<file path="src/rtl/lap_apb_pkg.sv">
// Shared types and constants for the stopwatch lap-to-APB writer.
package lap_apb_pkg;

    typedef enum logic [1:0] {
        ST_IDLE   = 2'd0,
        ST_SETUP  = 2'd1,
        ST_ACCESS = 2'd2
    } apb_state_e;

    localparam logic [3:0]  APB_STRB_ALL  = 4'b1111;
    localparam logic [15:0] DEF_BASE_ADDR = 16'h1000;

    // Registered APB request driven onto the bus.
    typedef struct packed {
        logic        psel;
        logic        penable;
        logic        pwrite;
        logic [3:0]  pstrb;
        logic [15:0] paddr;
        logic [31:0] pwdata;
    } apb_req_t;

    function automatic int clog2(input int value);
        int r;
        r = 0;
        while ((32'sd1 <<< r) < value) begin
            r = r + 1;
        end
        return r;
    endfunction

    function automatic apb_req_t apb_setup(input logic [15:0] addr, input logic [31:0] data);
        apb_req_t req;
        req.psel    = 1'b1;
        req.penable = 1'b0;
        req.pwrite  = 1'b1;
        req.pstrb   = APB_STRB_ALL;
        req.paddr   = addr;
        req.pwdata  = data;
        return req;
    endfunction

endpackage

</file>
<file path="src/rtl/lap_apb_writer_if.sv">
// APB write bus between the lap writer (master) and the SRAM slave.
interface lap_apb_writer_if;
    logic        psel;
    logic        penable;
    logic        pwrite;
    logic [3:0]  pstrb;
    logic [15:0] paddr;
    logic [31:0] pwdata;
    logic        pready;
    logic        pslverr;

    modport master (
        output psel, penable, pwrite, pstrb, paddr, pwdata,
        input  pready, pslverr
    );

    modport slave (
        input  psel, penable, pwrite, pstrb, paddr, pwdata,
        output pready, pslverr
    );
endinterface

</file>
<file path="src/rtl/lap_fifo.sv">
// Synchronous capture FIFO; exposes the head and the entry behind it so a
// back-to-back transfer can load its data in the same cycle as the pop.
module lap_fifo
    import lap_apb_pkg::*;
#(
    parameter int DEPTH = 4,
    parameter int WIDTH = 32
) (
    input  logic                   clk,
    input  logic                   rst,
    input  logic                   push,
    input  logic                   pop,
    input  logic                   flush,
    input  logic [WIDTH-1:0]       din,
    output logic [WIDTH-1:0]       dout,
    output logic [WIDTH-1:0]       dout_next,
    output logic [clog2(DEPTH):0]  count,
    output logic                   full,
    output logic                   empty
);
    localparam int AW = clog2(DEPTH);
    localparam int CW = AW + 1;

    logic [WIDTH-1:0] mem_q [DEPTH];
    logic [WIDTH-1:0] mem_d [DEPTH];
    logic [AW-1:0]    wr_q, wr_d, rd_q, rd_d, rd_nxt_s;
    logic [CW-1:0]    cnt_q, cnt_d;
    logic             do_push_s, do_pop_s;

    assign full      = (cnt_q == CW'(DEPTH));
    assign empty     = (cnt_q == {CW{1'b0}});
    assign count     = cnt_q;
    assign rd_nxt_s  = rd_q + AW'(1);
    assign dout      = mem_q[rd_q];
    assign dout_next = mem_q[rd_nxt_s];

    // Next-state pointers, count and storage.
    always_comb begin
        mem_d     = mem_q;
        wr_d      = wr_q;
        rd_d      = rd_q;
        do_push_s = push & ~full & ~flush;
        do_pop_s  = pop & ~empty & ~flush;
        if (flush) begin
            wr_d  = {AW{1'b0}};
            rd_d  = {AW{1'b0}};
            cnt_d = {CW{1'b0}};
        end else begin
            if (do_push_s) begin
                mem_d[wr_q] = din;
                wr_d        = wr_q + AW'(1);
            end else begin
                wr_d = wr_q;
            end
            if (do_pop_s) begin
                rd_d = rd_nxt_s;
            end else begin
                rd_d = rd_q;
            end
            cnt_d = cnt_q + CW'(do_push_s) - CW'(do_pop_s);
        end
    end

    // State registers.
    always_ff @(posedge clk or posedge rst) begin
        if (rst) begin
            mem_q <= '{default: '0};
            wr_q  <= {AW{1'b0}};
            rd_q  <= {AW{1'b0}};
            cnt_q <= {CW{1'b0}};
        end else begin
            mem_q <= mem_d;
            wr_q  <= wr_d;
            rd_q  <= rd_d;
            cnt_q <= cnt_d;
        end
    end

endmodule

</file>
<file path="src/rtl/lap_apb_writer.sv">
// Captures stopwatch laps into a FIFO and writes them as APB transfers into a
// ring of word slots; reports count, overflow and slave-error status.
module lap_apb_writer
    import lap_apb_pkg::*;
#(
    parameter logic [15:0] BASE_ADDR  = DEF_BASE_ADDR,
    parameter int          NUM_SLOTS  = 16,
    parameter int          FIFO_DEPTH = 4,
    localparam int         PTR_W      = clog2(NUM_SLOTS),
    localparam int         FCW        = clog2(FIFO_DEPTH) + 1
) (
    input  logic               iPCLK,
    input  logic               iRST,
    input  logic               iLAP_STORE,
    input  logic [31:0]        iLAP_DATA,
    input  logic               iCLEAR,
    lap_apb_writer_if.master   apb,
    output logic [PTR_W-1:0]   oWR_PTR,
    output logic [PTR_W:0]     oLAP_COUNT,
    output logic               oOVF,
    output logic               oERR,
    output logic               oBUSY
);
    apb_state_e       state_q, state_d;
    apb_req_t         req_q, req_d;
    logic [PTR_W-1:0] wr_ptr_q, wr_ptr_d;
    logic [PTR_W:0]   lap_cnt_q, lap_cnt_d;
    logic             ovf_q, ovf_d, err_q, err_d;
    logic             clr_pend_q, clr_pend_d, busy_q, busy_d;

    logic             push_s, pop_s, flush_s, clr_now_s;
    logic [31:0]      fifo_dout_s, fifo_dout_next_s;
    logic [FCW-1:0]   fifo_cnt_s, fifo_cnt_nxt_s;
    logic             fifo_full_s, fifo_empty_s;

    function automatic logic [15:0] slot_addr(input logic [PTR_W-1:0] ptr);
        return BASE_ADDR + 16'({ptr, 2'b00});
    endfunction

    lap_fifo #(
        .DEPTH (FIFO_DEPTH),
        .WIDTH (32)
    ) u_fifo (
        .clk       (iPCLK),
        .rst       (iRST),
        .push      (push_s),
        .pop       (pop_s),
        .flush     (flush_s),
        .din       (iLAP_DATA),
        .dout      (fifo_dout_s),
        .dout_next (fifo_dout_next_s),
        .count     (fifo_cnt_s),
        .full      (fifo_full_s),
        .empty     (fifo_empty_s)
    );

    // FSM next state, APB request and status updates.
    always_comb begin
        state_d    = state_q;
        req_d      = req_q;
        wr_ptr_d   = wr_ptr_q;
        lap_cnt_d  = lap_cnt_q;
        err_d      = err_q;
        clr_pend_d = clr_pend_q;
        flush_s    = 1'b0;
        pop_s      = 1'b0;
        push_s     = iLAP_STORE & ~fifo_full_s;
        ovf_d      = ovf_q | (iLAP_STORE & fifo_full_s);
        clr_now_s  = 1'b0;

        case (state_q)
            ST_IDLE: begin
                if (iCLEAR) begin
                    clr_now_s = 1'b1;
                end else if (!fifo_empty_s) begin
                    state_d = ST_SETUP;
                    req_d   = apb_setup(slot_addr(wr_ptr_q), fifo_dout_s);
                end else begin
                    req_d = '0;
                end
            end
            ST_SETUP: begin
                state_d       = ST_ACCESS;
                req_d.penable = 1'b1;
                clr_pend_d    = clr_pend_q | iCLEAR;
            end
            ST_ACCESS: begin
                clr_pend_d = clr_pend_q | iCLEAR;
                if (!apb.pready) begin
                    state_d = ST_ACCESS;
                end else if (clr_pend_q || iCLEAR) begin
                    // A clear raised mid-transfer discards this completion.
                    clr_now_s  = 1'b1;
                    clr_pend_d = 1'b0;
                    state_d    = ST_IDLE;
                    req_d      = '0;
                end else begin
                    pop_s    = 1'b1;
                    wr_ptr_d = wr_ptr_q + PTR_W'(1);
                    if (lap_cnt_q != (PTR_W + 1)'(NUM_SLOTS)) begin
                        lap_cnt_d = lap_cnt_q + (PTR_W + 1)'(1);
                    end else begin
                        lap_cnt_d = lap_cnt_q;
                    end
                    if (apb.pslverr) begin
                        err_d = 1'b1;
                    end else begin
                        err_d = err_q;
                    end
                    // Next head is the second entry, or the lap pushed this edge.
                    if ((fifo_cnt_s > FCW'(1)) || push_s) begin
                        state_d = ST_SETUP;
                        req_d   = apb_setup(slot_addr(wr_ptr_d),
                                            (fifo_cnt_s > FCW'(1)) ? fifo_dout_next_s : iLAP_DATA);
                    end else begin
                        state_d = ST_IDLE;
                        req_d   = '0;
                    end
                end
            end
            default: begin
                state_d = ST_IDLE;
                req_d   = '0;
            end
        endcase

        if (clr_now_s) begin
            wr_ptr_d  = {PTR_W{1'b0}};
            lap_cnt_d = {(PTR_W + 1){1'b0}};
            ovf_d     = 1'b0;
            err_d     = 1'b0;
            flush_s   = 1'b1;
            push_s    = 1'b0;
            pop_s     = 1'b0;
        end else begin
            flush_s = 1'b0;
        end

        if (flush_s) begin
            fifo_cnt_nxt_s = {FCW{1'b0}};
        end else begin
            fifo_cnt_nxt_s = fifo_cnt_s + FCW'(push_s) - FCW'(pop_s);
        end
        busy_d = (state_d != ST_IDLE) | (fifo_cnt_nxt_s != {FCW{1'b0}});
    end

    // State and output registers.
    always_ff @(posedge iPCLK or posedge iRST) begin
        if (iRST) begin
            state_q    <= ST_IDLE;
            req_q      <= '0;
            wr_ptr_q   <= {PTR_W{1'b0}};
            lap_cnt_q  <= {(PTR_W + 1){1'b0}};
            ovf_q      <= 1'b0;
            err_q      <= 1'b0;
            clr_pend_q <= 1'b0;
            busy_q     <= 1'b0;
        end else begin
            state_q    <= state_d;
            req_q      <= req_d;
            wr_ptr_q   <= wr_ptr_d;
            lap_cnt_q  <= lap_cnt_d;
            ovf_q      <= ovf_d;
            err_q      <= err_d;
            clr_pend_q <= clr_pend_d;
            busy_q     <= busy_d;
        end
    end

    assign apb.psel    = req_q.psel;
    assign apb.penable = req_q.penable;
    assign apb.pwrite  = req_q.pwrite;
    assign apb.pstrb   = req_q.pstrb;
    assign apb.paddr   = req_q.paddr;
    assign apb.pwdata  = req_q.pwdata;
    assign oWR_PTR     = wr_ptr_q;
    assign oLAP_COUNT  = lap_cnt_q;
    assign oOVF        = ovf_q;
    assign oERR        = err_q;
    assign oBUSY       = busy_q;

endmodule

</file>
<file path="src/flat_wrapper.sv">
// flat-port wrapper written by rule: the top's interface ports become plain ports
module lap_apb_writer_flat import lap_apb_pkg::*;
#(
    parameter logic [15:0] BASE_ADDR  = DEF_BASE_ADDR,
    parameter int          NUM_SLOTS  = 16,
    parameter int          FIFO_DEPTH = 4,
    localparam int         PTR_W      = clog2(NUM_SLOTS),
    localparam int         FCW        = clog2(FIFO_DEPTH) + 1
)
  (iPCLK, iRST, iLAP_STORE, iLAP_DATA, iCLEAR, oWR_PTR, oLAP_COUNT, oOVF, oERR, oBUSY, apb_psel, apb_penable, apb_pwrite, apb_pstrb, apb_paddr, apb_pwdata, apb_pready, apb_pslverr);
  lap_apb_writer_if apb_i ();
  input  logic iPCLK;
  input  logic iRST;
  input  logic iLAP_STORE;
  input  logic [31:0] iLAP_DATA;
  input  logic iCLEAR;
  output logic [PTR_W-1:0] oWR_PTR;
  output logic [PTR_W:0] oLAP_COUNT;
  output logic oOVF;
  output logic oERR;
  output logic oBUSY;
  output wire logic [$bits(apb_i.psel)-1:0] apb_psel;
  output wire logic [$bits(apb_i.penable)-1:0] apb_penable;
  output wire logic [$bits(apb_i.pwrite)-1:0] apb_pwrite;
  output wire logic [$bits(apb_i.pstrb)-1:0] apb_pstrb;
  output wire logic [$bits(apb_i.paddr)-1:0] apb_paddr;
  output wire logic [$bits(apb_i.pwdata)-1:0] apb_pwdata;
  input wire logic [$bits(apb_i.pready)-1:0] apb_pready;
  input wire logic [$bits(apb_i.pslverr)-1:0] apb_pslverr;
  assign apb_psel = apb_i.psel;
  assign apb_penable = apb_i.penable;
  assign apb_pwrite = apb_i.pwrite;
  assign apb_pstrb = apb_i.pstrb;
  assign apb_paddr = apb_i.paddr;
  assign apb_pwdata = apb_i.pwdata;
  assign apb_i.pready = apb_pready;
  assign apb_i.pslverr = apb_pslverr;
  lap_apb_writer #(.BASE_ADDR(BASE_ADDR), .NUM_SLOTS(NUM_SLOTS), .FIFO_DEPTH(FIFO_DEPTH)) u_core (.iPCLK(iPCLK), .iRST(iRST), .iLAP_STORE(iLAP_STORE), .iLAP_DATA(iLAP_DATA), .iCLEAR(iCLEAR), .apb(apb_i), .oWR_PTR(oWR_PTR), .oLAP_COUNT(oLAP_COUNT), .oOVF(oOVF), .oERR(oERR), .oBUSY(oBUSY));
endmodule
</file>
<file path="config.mk">
export PLATFORM = sky130hd
export DESIGN_NAME = lap_apb_writer_flat
export DESIGN_NICKNAME = d
export VERILOG_FILES = /design/src/rtl/lap_apb_pkg.sv /design/src/rtl/lap_apb_writer_if.sv /design/src/rtl/lap_fifo.sv /design/src/rtl/lap_apb_writer.sv /design/src/flat_wrapper.sv
export SDC_FILE = /design/constraint.sdc
export NUM_CORES = 1
export LEC_CHECK = 0
export ABC_AREA = 1
export CAP_MARGIN = 20
export CELL_PAD_IN_SITES_DETAIL_PLACEMENT = 1
export CELL_PAD_IN_SITES_GLOBAL_PLACEMENT = 2
export CORE_ASPECT_RATIO = 0.9
export CORE_UTILIZATION = 34
export CTS_CLUSTER_DIAMETER = 60
export DETAILED_ROUTE_END_ITERATION = 16
export PLACE_DENSITY = 0.86
export SLEW_MARGIN = 15
export SYNTH_ARGS = -nofsm -noshare
export SYNTH_HDL_FRONTEND = slang
export SYNTH_SLANG_ARGS = --single-unit
</file>
<file path="constraint.sdc">
create_clock -name iPCLK -period 9.15 [get_ports iPCLK]
set_input_delay 2.745 -clock iPCLK [delete_from_list [all_inputs] [get_ports iPCLK]]
set_output_delay 2.745 -clock iPCLK [all_outputs]
set_load 0.01 [all_outputs]
</file>
# After elaboration in Yosys (flattened, before gate mapping)
# Index checks and enable logic that the tools add are counted.
# totals
elab_cells,136
out_inout_bits,67
input_bits,38
regBits,205
# classes
n_bitwise,16
add_sub_neg,10
n_eq_ne,7
n_reduce_logical,20
n_mux,58
n_lt_le_gt_ge,5
# op_table
cell,count
$mux W55,5
$mux W32,6
$pmux W53 S3,1
$bmux W32 S2,2
$bwmux W128,1
$demux W32 S2,1
$add A13 B6 Y14 const A,2
$mux W5,5
$mux W1,18
$mux W2,8
$mux W4,4
$reduce_bool A2 Y1,8
$ge A3 B3 Y1 const B,3
$not A2 Y3,3
$reduce_and A4 Y1,2
$add A3 B1 Y3,2
$and A1 B1 Y1,6
$mux W3,2
$pmux W1 S3,2
$pmux W2 S3,1
$reduce_and A3 Y1,2
$sub A3 B1 Y3,2
$add A5 B1 Y5 const B,1
$ne A5 B5 Y1 const B,1
other kinds (18),28

# Longest topological paths before layout
# Gate-level depths: netlist of run 1.
# depth
depth_word,10
ltp_mapped,16
ltp_nobuf,16

# Modules after synthesis
# A second synthesis of run 1 with hierarchy kept.
# unflattened
cells_unflattened,1540
area_unflattened_um2,10903.0
# modules_own_cells
module,area_per_inst_um2,instances,cells_each,seq_area_each_um2
lap_fifo,7483.4,1,1022,3378.2
lap_apb_writer,3419.5,1,518,1326.3

# Least setup slack after synthesis of run 1
# No wires, ideal clock.
# synth_timing
path_type,input to register
start,in apb_pready
end,"reg u_core.busy_q, in the netlist u_core.oBUSY"
stages,14
setup_time_ps,134
required_time_ps,9016
path_slack_ps,4354
t_arrival_ps,4662
path_buffers,0
cell_sequence,nand2_1 > nand2_4 > inv_4 > nor2_8 > nor2_8 > inv_1 > ha_1 > inv_1 > ha_1 > inv_1 > fa_1 > inv_1 > o31ai_1 > nand3_1
# synth_between
elab_chain_len,8
elab_cells_between_ends,15
classes_between,2 x add/sub; 10 x mux; 1 x bitwise; 2 x reduce/logical
# synth_rtl
item,line,text
"start, declared",flat_wrapper.sv:28,input wire logic [$bits(apb_i.pready)-1:0] apb_pready;
$mux W1,lap_apb_writer.sv:89,if (!apb.pready) begin
$pmux W1 S2,lap_apb_writer.sv:71,case (state_q)
$mux W1,lap_apb_writer.sv:127,if (clr_now_s) begin
$add A3 B1 Y3,lap_apb_writer.sv:142,fifo_cnt_nxt_s = fifo_cnt_s + FCW'(push_s) - FCW'(pop_s);
$sub A3 B1 Y3,lap_apb_writer.sv:142,
$mux W3,lap_apb_writer.sv:139,if (flush_s) begin
$reduce_bool A3 Y1,lap_apb_writer.sv:144,busy_d = (state_d != ST_IDLE) | (fifo_cnt_nxt_s != {FCW{1'b0}});
$or A1 B1 Y1 (*),lap_apb_writer.sv:144,
net u_core.busy_d,lap_apb_writer.sv:29,"logic clr_pend_q, clr_pend_d, busy_q, busy_d;"
"end signal, assigned",lap_apb_writer.sv:166,busy_q <= busy_d;
"end, declared",lap_apb_writer.sv:29,
# Mark *: on every way through the listed nets, which the timed path passes. The rest lies on a longest branch.
# A chain may end at the register's enable or synchronous reset.

# Final worst setup path of run 1
# layout_timing
start,in iCLEAR
end,"reg u_core.busy_q, in the netlist u_core.oBUSY"
# layout_between
elab_chain_len,10
elab_cells_between_ends,21
classes_between,2 x add/sub; 15 x mux; 1 x bitwise; 3 x reduce/logical
# layout_rtl
item,line,text
"start, declared",flat_wrapper.sv:16,input logic iCLEAR;
$logic_or A1 B1 Y1,lap_apb_writer.sv:91,end else if (clr_pend_q || iCLEAR) begin
$mux W1,lap_apb_writer.sv:91,
$mux W1,lap_apb_writer.sv:89,
$pmux W1 S2,lap_apb_writer.sv:71,
$mux W1,lap_apb_writer.sv:127,
$add A3 B1 Y3,lap_apb_writer.sv:142,
$sub A3 B1 Y3,lap_apb_writer.sv:142,
$mux W3,lap_apb_writer.sv:139,
$reduce_bool A3 Y1,lap_apb_writer.sv:144,
$or A1 B1 Y1 (*),lap_apb_writer.sv:144,
net u_core.busy_d,lap_apb_writer.sv:29,
# Marks and branches as above.

==> results of run 1 <==
[cells by family after synthesis]
| group | synth area share |
|---|---|
| compound gates | 0.1663 |
| buf+inv | 0.1233 |
| xor+xnor | 0.005354 |
| other cells | 0.0003275 |
| flops | 0.4108 |
| fa+ha+maj | 0.02207 |
| simple gates | 0.2719 |
[cell usage in the layout, fill, tap and decap left out, types with 4 or more instances in the layout]
cell                              netlist  layout
sky130_fd_sc_hd__a21oi_1               68      68
sky130_fd_sc_hd__buf_4                 17      11
sky130_fd_sc_hd__clkbuf_16              0      17
sky130_fd_sc_hd__clkdlybuf4s50_1        0      93
sky130_fd_sc_hd__conb_1                 1      11
sky130_fd_sc_hd__dfrtp_1              188     186
sky130_fd_sc_hd__ha_1                  17      17
sky130_fd_sc_hd__inv_1                196     195
sky130_fd_sc_hd__nand2_1              720     719
sky130_fd_sc_hd__nand2_8                4       4
sky130_fd_sc_hd__nand3_1               43      43
sky130_fd_sc_hd__nor2_1                 9       8
sky130_fd_sc_hd__o21ai_0               78      78
sky130_fd_sc_hd__o21ai_1                6       6
sky130_fd_sc_hd__o21ai_2              123     123
sky130_fd_sc_hd__o31ai_1                4       4
sky130_fd_sc_hd__xor2_1                 4       4
[per-layer routing]
| metal | share of wire | vias to the layer above | wire (um) | global-route usage |
|---|---|---|---|---|
| li1 | - | 4916 | - | - |
| met1 | 0.50 | 4786 | 16880 | 0.2856 |
| met2 | 0.46 | 111 | 15580 | 0.3429 |
| met3 | 0.025 | 25 | 828 | 0.02846 |
| met4 | 0.0099 | 0 | 334 | 0.04790 |
| met5 | 0 | - | 0 | 0 |
[sequential cells by signal, indices dropped and copies added (netlist names)]
register             flops
u_core.u_fifo.mem_q    128
u_core.apb.pwdata       32
u_core.oLAP_COUNT        5
u_core.apb.paddr         4
u_core.oWR_PTR           4
u_core.u_fifo.count      3
u_core.state_q           2
u_core.u_fifo.rd_q       2
u_core.u_fifo.wr_q       2
u_core.apb.penable       1
u_core.apb.pstrb         1
u_core.clr_pend_q        1
u_core.oBUSY             1
u_core.oERR              1
u_core.oOVF              1
[stage by stage]
step,hold slack (ns),util
after floorplan,0.4550,-
after global placement,0.4666,0.3756
after detailed placement,0.4674,0.3756
final,0.4827,0.3929
after CTS,0.4870,0.3928
after global routing,0.5009,0.3928
[final cells by class]
cell class              count  area share
diodes                      1   0.0001928
clock buffers              20     0.03519
clock inverters            12    0.008677
inverters                 201     0.05891
multi-input cells        1104      0.4154
flip-flops and latches    188      0.3629
well taps                 422     0.04069
repair buffers            104     0.07809
[final timing paths]
check | start | endpoint | slack, ns | cells past startpoint
worst min register to register | u_core.apb.pwdata[15] | u_core.apb.pwdata[15] | 0.48 | 2
max in group asynchronous | iRST | u_core.oLAP_COUNT[2] | 4.91 | 3
worst min-delay path | u_core.apb.pwdata[15] | u_core.apb.pwdata[15] | 0.48 | 2
min in group asynchronous | iRST | u_core.u_fifo.mem_q[90] | 2.91 | 2
worst max-delay path | iCLEAR | u_core.oBUSY | 4.03 | 15
worst max register to register | u_core.u_fifo.rd_q[0] | u_core.apb.pwdata[1] | 5.71 | 11
[power by group]
part           total, uW  switching, uW  internal, uW
Sequential          1430            262          1170
Clock                749            356           393
Combinational       2310           1500           804
[critical path: stages]
cell,delay [ns]
sky130_fd_sc_hd__clkdlybuf4s50_1,0.52
sky130_fd_sc_hd__nand2_2,0.15
sky130_fd_sc_hd__nand2_4,0.09
sky130_fd_sc_hd__inv_4,0.09
sky130_fd_sc_hd__nor2_8,0.06
sky130_fd_sc_hd__nor2_8,0.29
sky130_fd_sc_hd__inv_1,0.08
sky130_fd_sc_hd__ha_1,0.30
sky130_fd_sc_hd__inv_1,0.06
sky130_fd_sc_hd__ha_1,0.14
sky130_fd_sc_hd__inv_1,0.05
sky130_fd_sc_hd__fa_1,0.48
sky130_fd_sc_hd__inv_1,0.05
sky130_fd_sc_hd__o31ai_1,0.24
sky130_fd_sc_hd__nand3_1,0.10
==> impl_summary.md, run 1 <==
Run status
The run finished with clean final reports.

Floorplan
From left edge to right edge, the die measures 195.4 um. 105 I/O pins were placed. The die height is 176.1 um. The floorplan step defined a core boundary enclosing 33030 um2. The row count is 63.

The initial utilization of the core area, before any placement, comes to 0.3467. The die area is 34420 um2.

Yosys
Ranked by instance count, the synthesized netlist is headed by sky130_fd_sc_hd__nand2_1, sky130_fd_sc_hd__inv_1, sky130_fd_sc_hd__dfrtp_1. The most common cell in the synthesized netlist is sky130_fd_sc_hd__nand2_1. The number of distinct library cells after synthesis is 33. The most frequently used flop master after synthesis is sky130_fd_sc_hd__dfrtp_1. The sequential cell area fraction in the yosys report is 0.4108. Yosys printed 0 warnings.

Of all flip-flops after synthesis, the portion carrying an async set or reset was 1.000. Of all cell types, the one taking the most synthesized area is sky130_fd_sc_hd__dfrtp_1. The gate count of the mapped netlist is 1583. Yosys attributes the largest share of cell area to sky130_fd_sc_hd__dfrtp_1, sky130_fd_sc_hd__nand2_1, sky130_fd_sc_hd__o21ai_2.

The synthesized area per cell is 7.234 um2. Of the post-synthesis cell area, the dominant cell type holds 0.4108. After synthesis the netlist holds a flip-flop and latch count of 188. The count of flip-flops with a built-in enable after synthesis is 0. The combined area of all synthesized cells is 11450 um2.

Worst hold path
The worst hold path belongs to the class flip-flop to flip-flop.

Setup path
The setup path with the least slack is of type input port to flip-flop. Of all nets on the critical path, the largest fanout is 9. The type of element capturing the critical path is a flip-flop. The startpoint type of the worst setup path is an input port. The required time of the worst setup path is 9.48 ns. For the worst setup path, the data arrival time is 5.45 ns.

Clock tree
The clock buffer count from CTS is 17. Hold repair after CTS inserted 0 buffers. The root buffer cell is sky130_fd_sc_hd__clkbuf_16.

The clock insertion delay at the later pin of the skew report is 0.45 ns. CTS saw 188 sinks. The clock tree synthesis step divided the H-tree into 4 levels. The clock edge transition at the registers on the reported setup and hold paths is 0.07 ns. The number of gates resized after CTS was 0.

The TritonCTS clock tree is built. In this run the deepest clock path goes through 2 buffers. The number of setup buffers added after CTS is 0.

Global routing
The number of global-route vias before repair is 10190. The number of antenna violations at the first check in global routing is 1. The total overflow left after global routing is 0. Entering global routing, the biggest net connects 135 pins. The wire length of the first global-routing pass is 55560 um. Across every metal layer, demand over resource in global routing totals 0.2068.

Final layout
The number of standard cells in the final layout excluding fillers is 2052. The post-route standard cell area excluding fillers is 12980 um2. The number of nets in the layout is 1673. The filler cells instantiated in the layout total 4086. The layout overhead on the synthesized area is 13.33%. The area taken by multi-input logic gates is 5390 um2. The flip-flop and latch area is 4710 um2. Of the cells placed in the final design, the portion with a size suffix greater than 1 is 0.1148.

Place
At the end of routability-driven placement, the weighted congestion stood at 0.8052. The placed cell count is 2019. The placement-stage cell area is 12410 um2.

The worst-case setup slack after placement is 3.535 ns. Port buffering added 93 buffers. Detailed placement finished with a half-perimeter wire length of 19330 um.

STA
The number of hold violations in the final report came to 0. The worst slew margin relative to its limit is 0.2716. The worst setup slack after layout is 4.028 ns.

In the finished design, the share of the clock period the worst path needs comes to 0.5598. The minimum period implied by the final worst setup slack is 5.122 ns. The worst setup skew after layout is 0.01168 ns. The number of max-slew violations in the final report came to 0. For the pin with the worst max-slew slack, the measured transition is 1.093 ns. Setup total negative slack on the finished layout was measured at 0 ns.

Setup repair after global routing left no endpoint under its margin. Based on the critical path, the design can be clocked at up to 195.2 MHz. The final-report setup violation count is 0.

Routing
The number of DRC violations after detailed-routing iteration 0 is 489. The final route contains 9838 vias. The pre-antenna-repair detailed-routing pass consisted of 5 iterations. The total wire length after detailed routing is 33630 um. The average wire length per cell after detail routing is 16.39 um. The remaining number of nets flagged by the antenna check after routing is 0. The via-per-instance ratio is 4.794. In the routed design, unresolved DRC markers number 0.

Flow run
The reported max-cap violation count is 0.

Power and ir drop
For this design the static power due to leakage is 0.006756 uW. The worst-case IR drop observed on VDD is 0.0002558 V. Power spread over the standard cell area amounts to 346.0 nW/um2. The design draws 4490 uW.
No activity file was read; power rests on OpenSTA's default activity.
==> run 2: changes to the inputs <==
--- a/config.mk
+++ b/config.mk
@@ -10,10 +10,10 @@
 export CELL_PAD_IN_SITES_DETAIL_PLACEMENT = 1
 export CELL_PAD_IN_SITES_GLOBAL_PLACEMENT = 2
 export CORE_ASPECT_RATIO = 0.9
-export CORE_UTILIZATION = 34
+export CORE_UTILIZATION = 30
 export CTS_CLUSTER_DIAMETER = 60
 export DETAILED_ROUTE_END_ITERATION = 16
-export PLACE_DENSITY = 0.86
+export PLACE_DENSITY = 0.8
 export SLEW_MARGIN = 15
 export SYNTH_ARGS = -nofsm -noshare
 export SYNTH_HDL_FRONTEND = slang
==> constraint.sdc (replaced) <==
create_clock -name iPCLK -period 4.2 [get_ports iPCLK]
set_input_delay 1.26 -clock iPCLK [delete_from_list [all_inputs] [get_ports iPCLK]]
set_output_delay 1.26 -clock iPCLK [all_outputs]
set_load 0.01 [all_outputs]
==> impl_summary.md, run 2 (synthesis gave the netlist of run 1 again) <==
STA
The setup TNS after final layout is 0 ns. The number of hold violations in the final report is 0. Setup repair after global routing left no endpoint under its margin.

Subtracting the final worst setup slack from the clock period gives 3.562 ns. The worst slew margin relative to its limit is 0.2581. The number of max-slew violations in the final report is 0.

The worst setup slack after layout is 0.6379 ns. The final-report setup violation count is 0. At the pin with the least slew margin, the transition time is 1.113 ns. For this run, the top clock speed supported by timing is 280.7 MHz.

The worst hold slack after final layout is 0.4821 ns. The final worst-path cycle share is 0.8481. The worst setup skew after layout is 0.02236 ns.

Final layout
Leaving out fill and tap cells, the most frequent cells in the layout are sky130_fd_sc_hd__nand2_1, sky130_fd_sc_hd__inv_1, sky130_fd_sc_hd__dfrtp_1. For this run, the number of standard cells in the final layout without fillers is 2120. The number of antenna diodes in the final layout is 0. The net count of the finished layout is 1681. The most common cell after layout, fill and taps aside is sky130_fd_sc_hd__nand2_1.

Counting flops per register, the top entry is u_core.u_fifo.mem_q. The final-layout fill cell count is 4636. The layout overhead on the synthesized area is 14.45%. The register with the most flip-flops in the layout has 128 of them. The layout cell share with drive strength beyond 1 is 0.1191.

Floorplan
From bottom edge to top edge, the die measures 187.3 um. The die covers 38960 um2. The row count is 67. Pin placement for this block handled 105 I/O pins.

The starting density of the core is 0.3063. The die outline width is 207.9 um. The region available for standard cell placement spans 37390 um2.

Place
Before CTS, the worst setup slack after placement is 0.1387 ns. In this run the tool buffered the top-level ports with 93 buffer cells. After detailed placement, the design holds a cell count of 2088. The last weighted congestion value of the routability-driven placer is 0.7441. The HPWL after detailed placement is 20380 um.

Routing
Using the TritonRoute via totals, the vias-per-cell ratio works out to 4.672. The via count is 9904. After detailed routing, the number of remaining DRC violations is 0.

The count of nets left with antenna violations once routing finished came out at 0. The total wire length after detailed routing is 34440 um. The first routing iteration left 460 violations. The average wire length per cell after detail routing is 16.25 um.

The detailed-routing iteration count for the pre-antenna-repair pass is 4.

Global routing
The pin count of the biggest net entering global routing is 102. The number of global-route vias before repair was 10130. The first global-routing pass estimated 55950 um of wire.

In the global route stage, overall resource usage came out at 0.1825. The number of antenna violations at the first check in global routing is 0. The remaining global-route overflow is 0.

Flow run
Across the run, the number of max-cap violations was 0.

Clock tree
The clock passes through at most 2 buffers. Buffers inserted to repair hold after CTS numbered 0. The clock buffer count from CTS is 17. The number of gates resized after cts is 0. The root buffer cell is sky130_fd_sc_hd__clkbuf_16. For the worst-skew pair, the clock arrives at the later sink with an insertion delay of 0.46 ns. The number of sinks on the clock net is 188. The post-CTS setup buffer count is 0. The TritonCTS clock tree is built. The clock edge transition at the registers on the reported setup and hold paths is 0.08 ns. In this run the number of H-tree levels came out at 4.

Power and ir drop
The standby leakage power is 0.006776 uW. The power density over the cells is 746.9 nW/um2. Summing internal, switching and leakage power gives 9788 uW. The maximum VDD drop is 0.0003236 V.

Setup path
For the worst setup path, the data required time is 4.54 ns. The critical path class is input port to flip-flop. The type of element capturing the critical path is a flip-flop. The worst setup path is launched from an input port. The arrival time at the worst endpoint is 3.90 ns.

The maximum fanout along the worst path is 8.

Run status
The flow ran to the end, and the final reports show no timing, DRC or antenna violations.

Worst hold path
The classification of the worst-slack hold path is flip-flop to flip-flop.
==> run 2: metrics by stage <==
step                instance area, um2  utilization
CTS                              13110       0.3505
finish                           13110       0.3505
global placement                 12560       0.3359
floorplan                        11490            -
detailed placement               12560       0.3359
global route                     13110       0.3505
==> run 2: cell type report <==
cell class	count	area, um2	share of cell area
timing repair buffer	112	1086	0.08287
clock inverter	10	83.83	0.006397
multi-input combinational	1104	5395	0.4117
sequential	188	4710	0.3594
inverter	201	762.0	0.05814
tap	483	604.3	0.04611
clock buffer	22	464.2	0.03542
==> run 2: path summary, 6_finish.rpt <==
path | start | to | slack [ns] | cells after the start
max | iCLEAR | u_core.oBUSY | 0.64 | 15
min | u_core.u_fifo.mem_q[94] | u_core.u_fifo.mem_q[94] | 0.48 | 2
max reg2reg | u_core.state_q[0] | u_core.oBUSY | 1.15 | 16
min reg2reg | u_core.u_fifo.mem_q[94] | u_core.u_fifo.mem_q[94] | 0.48 | 2
max in group asynchronous | iRST | u_core.u_fifo.mem_q[52] | 2.28 | 3
min in group asynchronous | iRST | u_core.oBUSY | 1.31 | 3
==> run 2: worst max-delay path, stage by stage <==
cell and delay [ns]:
sky130_fd_sc_hd__clkdlybuf4s50_1 0.50, sky130_fd_sc_hd__nand2_2 0.14, sky130_fd_sc_hd__nand2_4 0.09, sky130_fd_sc_hd__inv_4 0.10
sky130_fd_sc_hd__nor2_8 0.04, sky130_fd_sc_hd__nor2_8 0.28, sky130_fd_sc_hd__inv_1 0.08, sky130_fd_sc_hd__ha_1 0.31
sky130_fd_sc_hd__inv_1 0.06, sky130_fd_sc_hd__ha_1 0.13, sky130_fd_sc_hd__inv_1 0.05, sky130_fd_sc_hd__fa_1 0.48
sky130_fd_sc_hd__inv_1 0.04, sky130_fd_sc_hd__o31ai_1 0.24, sky130_fd_sc_hd__nand3_1 0.09
==> run 2: metal layers <==
metal  track usage  share of wire  routed length [um]  vias to the layer above
met5             0              0                   0                        -
met4       0.03618         0.0069                 238                        0
met3       0.02989          0.025                 870                       21
met2        0.3082           0.48               16490                      105
met1        0.2455           0.49               16850                     4855
li1              -              -                   -                     4923
==> run 2: report_power, final <==
group	leakage (uW)	switching, uW	internal, uW	total [uW]
Combinational	0.00411	3310	1790	5100
Clock	0.000258	772	800	1570
Sequential	0.00240	564	2550	3120
==> run 3: changes to the inputs <==
--- a/config.mk
+++ b/config.mk
@@ -10,10 +10,10 @@
 export CELL_PAD_IN_SITES_DETAIL_PLACEMENT = 1
 export CELL_PAD_IN_SITES_GLOBAL_PLACEMENT = 2
 export CORE_ASPECT_RATIO = 0.9
-export CORE_UTILIZATION = 30
+export CORE_UTILIZATION = 34
 export CTS_CLUSTER_DIAMETER = 60
 export DETAILED_ROUTE_END_ITERATION = 16
-export PLACE_DENSITY = 0.8
+export PLACE_DENSITY = 0.86
 export SLEW_MARGIN = 15
 export SYNTH_ARGS = -nofsm -noshare
 export SYNTH_HDL_FRONTEND = slang
==> constraint.sdc (replaced) <==
create_clock -name iPCLK -period 3.45 [get_ports iPCLK]
set_input_delay 1.035 -clock iPCLK [delete_from_list [all_inputs] [get_ports iPCLK]]
set_output_delay 1.035 -clock iPCLK [all_outputs]
set_load 0.01 [all_outputs]
==> impl_summary.md, run 3 (synthesis gave the netlist of run 1 again) <==
Worst hold path
The classification of the worst-slack hold path is flip-flop to flip-flop. The worst hold path begins at u_core.apb.pwdata[11]. The end of the worst hold path is u_core.apb.pwdata[11].

The worst hold path was traced through 2 stages.

Final layout
The most common cell after layout, fill and taps aside is sky130_fd_sc_hd__nand2_1. In the layout the commonest cells are sky130_fd_sc_hd__nand2_1, sky130_fd_sc_hd__inv_1, sky130_fd_sc_hd__dfrtp_1. Measured on the finished design, the core utilization comes to 0.4008. The largest register by flop count is u_core.u_fifo.mem_q.

The number of nets in the layout is 1695. The flip-flop count of the largest register, all copies and words added is 128. The layout cell share with drive strength beyond 1 is 0.1254. Relative to the synthesized area, the layout overhead comes to 15.61%.

The post-route standard cell area excluding fillers is 13240 um2.

Clock tree
The clock buffer count from CTS is 17. The maximum clock path buffer count is 2. The number of gates resized after cts is 0. The hold-fix buffer count after cts is 0. The number of sinks on the clock net is 188. Post-CTS timing repair inserted 0 buffers for setup. The root buffer cell is sky130_fd_sc_hd__clkbuf_16. Clock-pin slew was measured on the worst setup and hold paths at 0.07 ns.

The TritonCTS clock tree is built. Clock latency on the worst-skew pair, taken at its later pin, is 0.45 ns. The depth of the CTS H-tree is 4.

Setup path
The cell depth of the worst flop-to-flop path is 16. Together, buffers and inverters on the worst path number 6. The arrival time at the worst endpoint is 3.38 ns. The critical path's slowest cell is sky130_fd_sc_hd__clkdlybuf4s50_1.

STA classifies the critical path startpoint as an input port. Grouping stages by cell kind, the critical path spends the most delay in buffers and inverters. The beginning of the worst register-to-register path is u_core.state_q[0]. The critical path class is input port to flip-flop.

The longest individual stage delay on the worst path is 0.58 ns. Along the worst path, the maximum fanout reaches 4. The dominant cell type by count on the critical path is sky130_fd_sc_hd__inv_1. In this run the worst setup path begins at iCLEAR. The worst reg2reg path endpoint is u_core.oBUSY.

Across all register-to-register paths, the minimum setup slack is 0.72 ns. Traced cell by cell, the critical path runs through clkdlybuf4s50_1, nand2_2, nand2_4, inv_4, nor2_8, nor2_8, inv_1, ha_1, inv_1, ha_1, inv_1, fa_1, inv_1, o31ai_1, nand3_1. Data on the critical path is required at its endpoint by 3.77 ns.

STA classifies the critical path endpoint as a flip-flop.

Run status
The run finished with clean final reports.

Floorplan
The floorplan step set the die width to 195.4 um. The core footprint is 33030 um2. The starting density of the core is 0.3467. The die area is 34420 um2.

In this run the core area contains 63 standard-cell rows. The boundary pin count is 105. Measured along the y axis, the die boundary spans 176.1 um.

Place
Prior to clock tree synthesis, the placed netlist has a worst setup slack of -0.08280 ns. The placement-stage cell area is 12630 um2. Detailed placement finished with a half-perimeter wire length of 20770 um. Port buffering added 93 buffers.

The congestion estimate from routability-driven global placement came to 0.7745.

STA
The timing-limited maximum frequency is 327.8 MHz. Setup repair after global routing left no endpoint under its margin. The number of hold violations in the final report came to 0. Of the available clock period, the critical path in the final layout requires 0.8844. For the pin with the worst max-slew slack, the measured transition is 0.8534 ns. Summed over all failing endpoints, the final setup total negative slack is 0 ns.

The minimum period implied by the final worst setup slack is 3.051 ns. Setup violations remaining at the end of the flow were counted as 0. For the final database, setup skew stands at 0.01311 ns. The worst setup slack after layout is 0.3989 ns. Measured against its own limit, the worst slew margin works out to 0.4311. The number of max-slew violations in the final report was 0.

Global routing
The number of global-route vias before repair is 10360. Summed over all layers, the global routing overflow is 0. Entering global routing, the biggest net connects 99 pins. The number of antenna violations at the first check in global routing came to 1.

The wire length of the first global-routing pass is 56060 um. For this run, the total global-route usage over all layers was measured as 0.2076.

Routing
The total DRC errors in the routed layout is 0. The remaining number of nets flagged by the antenna check after routing is 0. The total wire length after detailed routing is 33860 um. The first detailed-routing pass took 4 iterations. Dividing the detail-routed wire length by the instance count gives 16.33 um.

Summing over every cut layer, the via total after detailed routing is 9926. The number of DRC violations after detailed-routing iteration 0 is 607. The via-per-instance ratio is 4.786.

Power and ir drop
Power spread over the standard cell area amounts to 921.8 nW/um2. Summed over all cells, the static leakage comes to 0.006880 uW. The maximum VDD drop is 0.0004343 V. The design draws 12200 uW.

Flow run
The reported max-cap violation count is 0.
[run 3: cell count changes in the layout (fill, tap and decap cells not counted), sizes merged]
cell	previous run	this run
buf	19	33
bufinv	0	3
clkinv	6	3
clkbuf	22	20
clkinvlp	4	6
diode	0	1
[run 3: metal layers]
layer | wire, um | GRT usage | vias up
met3 | 1013 | 0.03228 | 15
met2 | 15710 | 0.3478 | 128
met1 | 16930 | 0.2836 | 4822
met4 | 208 | 0.04167 | 0
met5 | 0 | 0 | -
li1 | - | - | 4961
[run 3: power breakdown]
part           switching (uW)  internal (uW)  leakage [uW]
Combinational            4050           2260       0.00420
Clock                     938           1170      0.000279
Sequential                677           3110       0.00240
[run 3: worst max path at each step]
stage	to	slack, ns	depth (start not counted)
global route	u_core.oBUSY	0.26	15
CTS	u_core.oBUSY	0.40	15
finish	u_core.oBUSY	0.40	15
floorplan	u_core.apb.paddr[2]	-0.005	1
global placement	u_core.oBUSY	-0.02	15
detailed placement	u_core.oBUSY	-0.08	15
[run 3: layout make-up]
type	instances	area, um2
Antenna cell	1	2.502
Multi-Input combinational cell	1104	5388
Tap cell	422	528.0
Timing Repair Buffer	126	1241
Fill cell	4120	19790
Clock inverter	12	162.7
Inverter	201	760.7
Sequential cell	188	4710
Clock buffer	20	446.7
[run 3: worst reg2reg max path, delay by kind of cell (launching register included)]
kind | cells | cell delay [ns]
AOI/OAI and AO/OA | 1 | 0.24
buffers and inverters | 6 | 0.36
and+or+nand+nor | 5 | 0.48
adders and majority gates | 4 | 1.11
DFF | 1 | 0.41
[run 3: per-stage QoR]
| step | hold slack [ns] | instances |
|---|---|---|
| after CTS | 0.4857 | 2073 |
| after global placement | 0.4649 | 2041 |
| final | 0.4784 | 2074 |
| after global routing | 0.5029 | 2073 |
| after detailed placement | 0.4672 | 2041 |
| after floorplan | 0.4550 | 1593 |
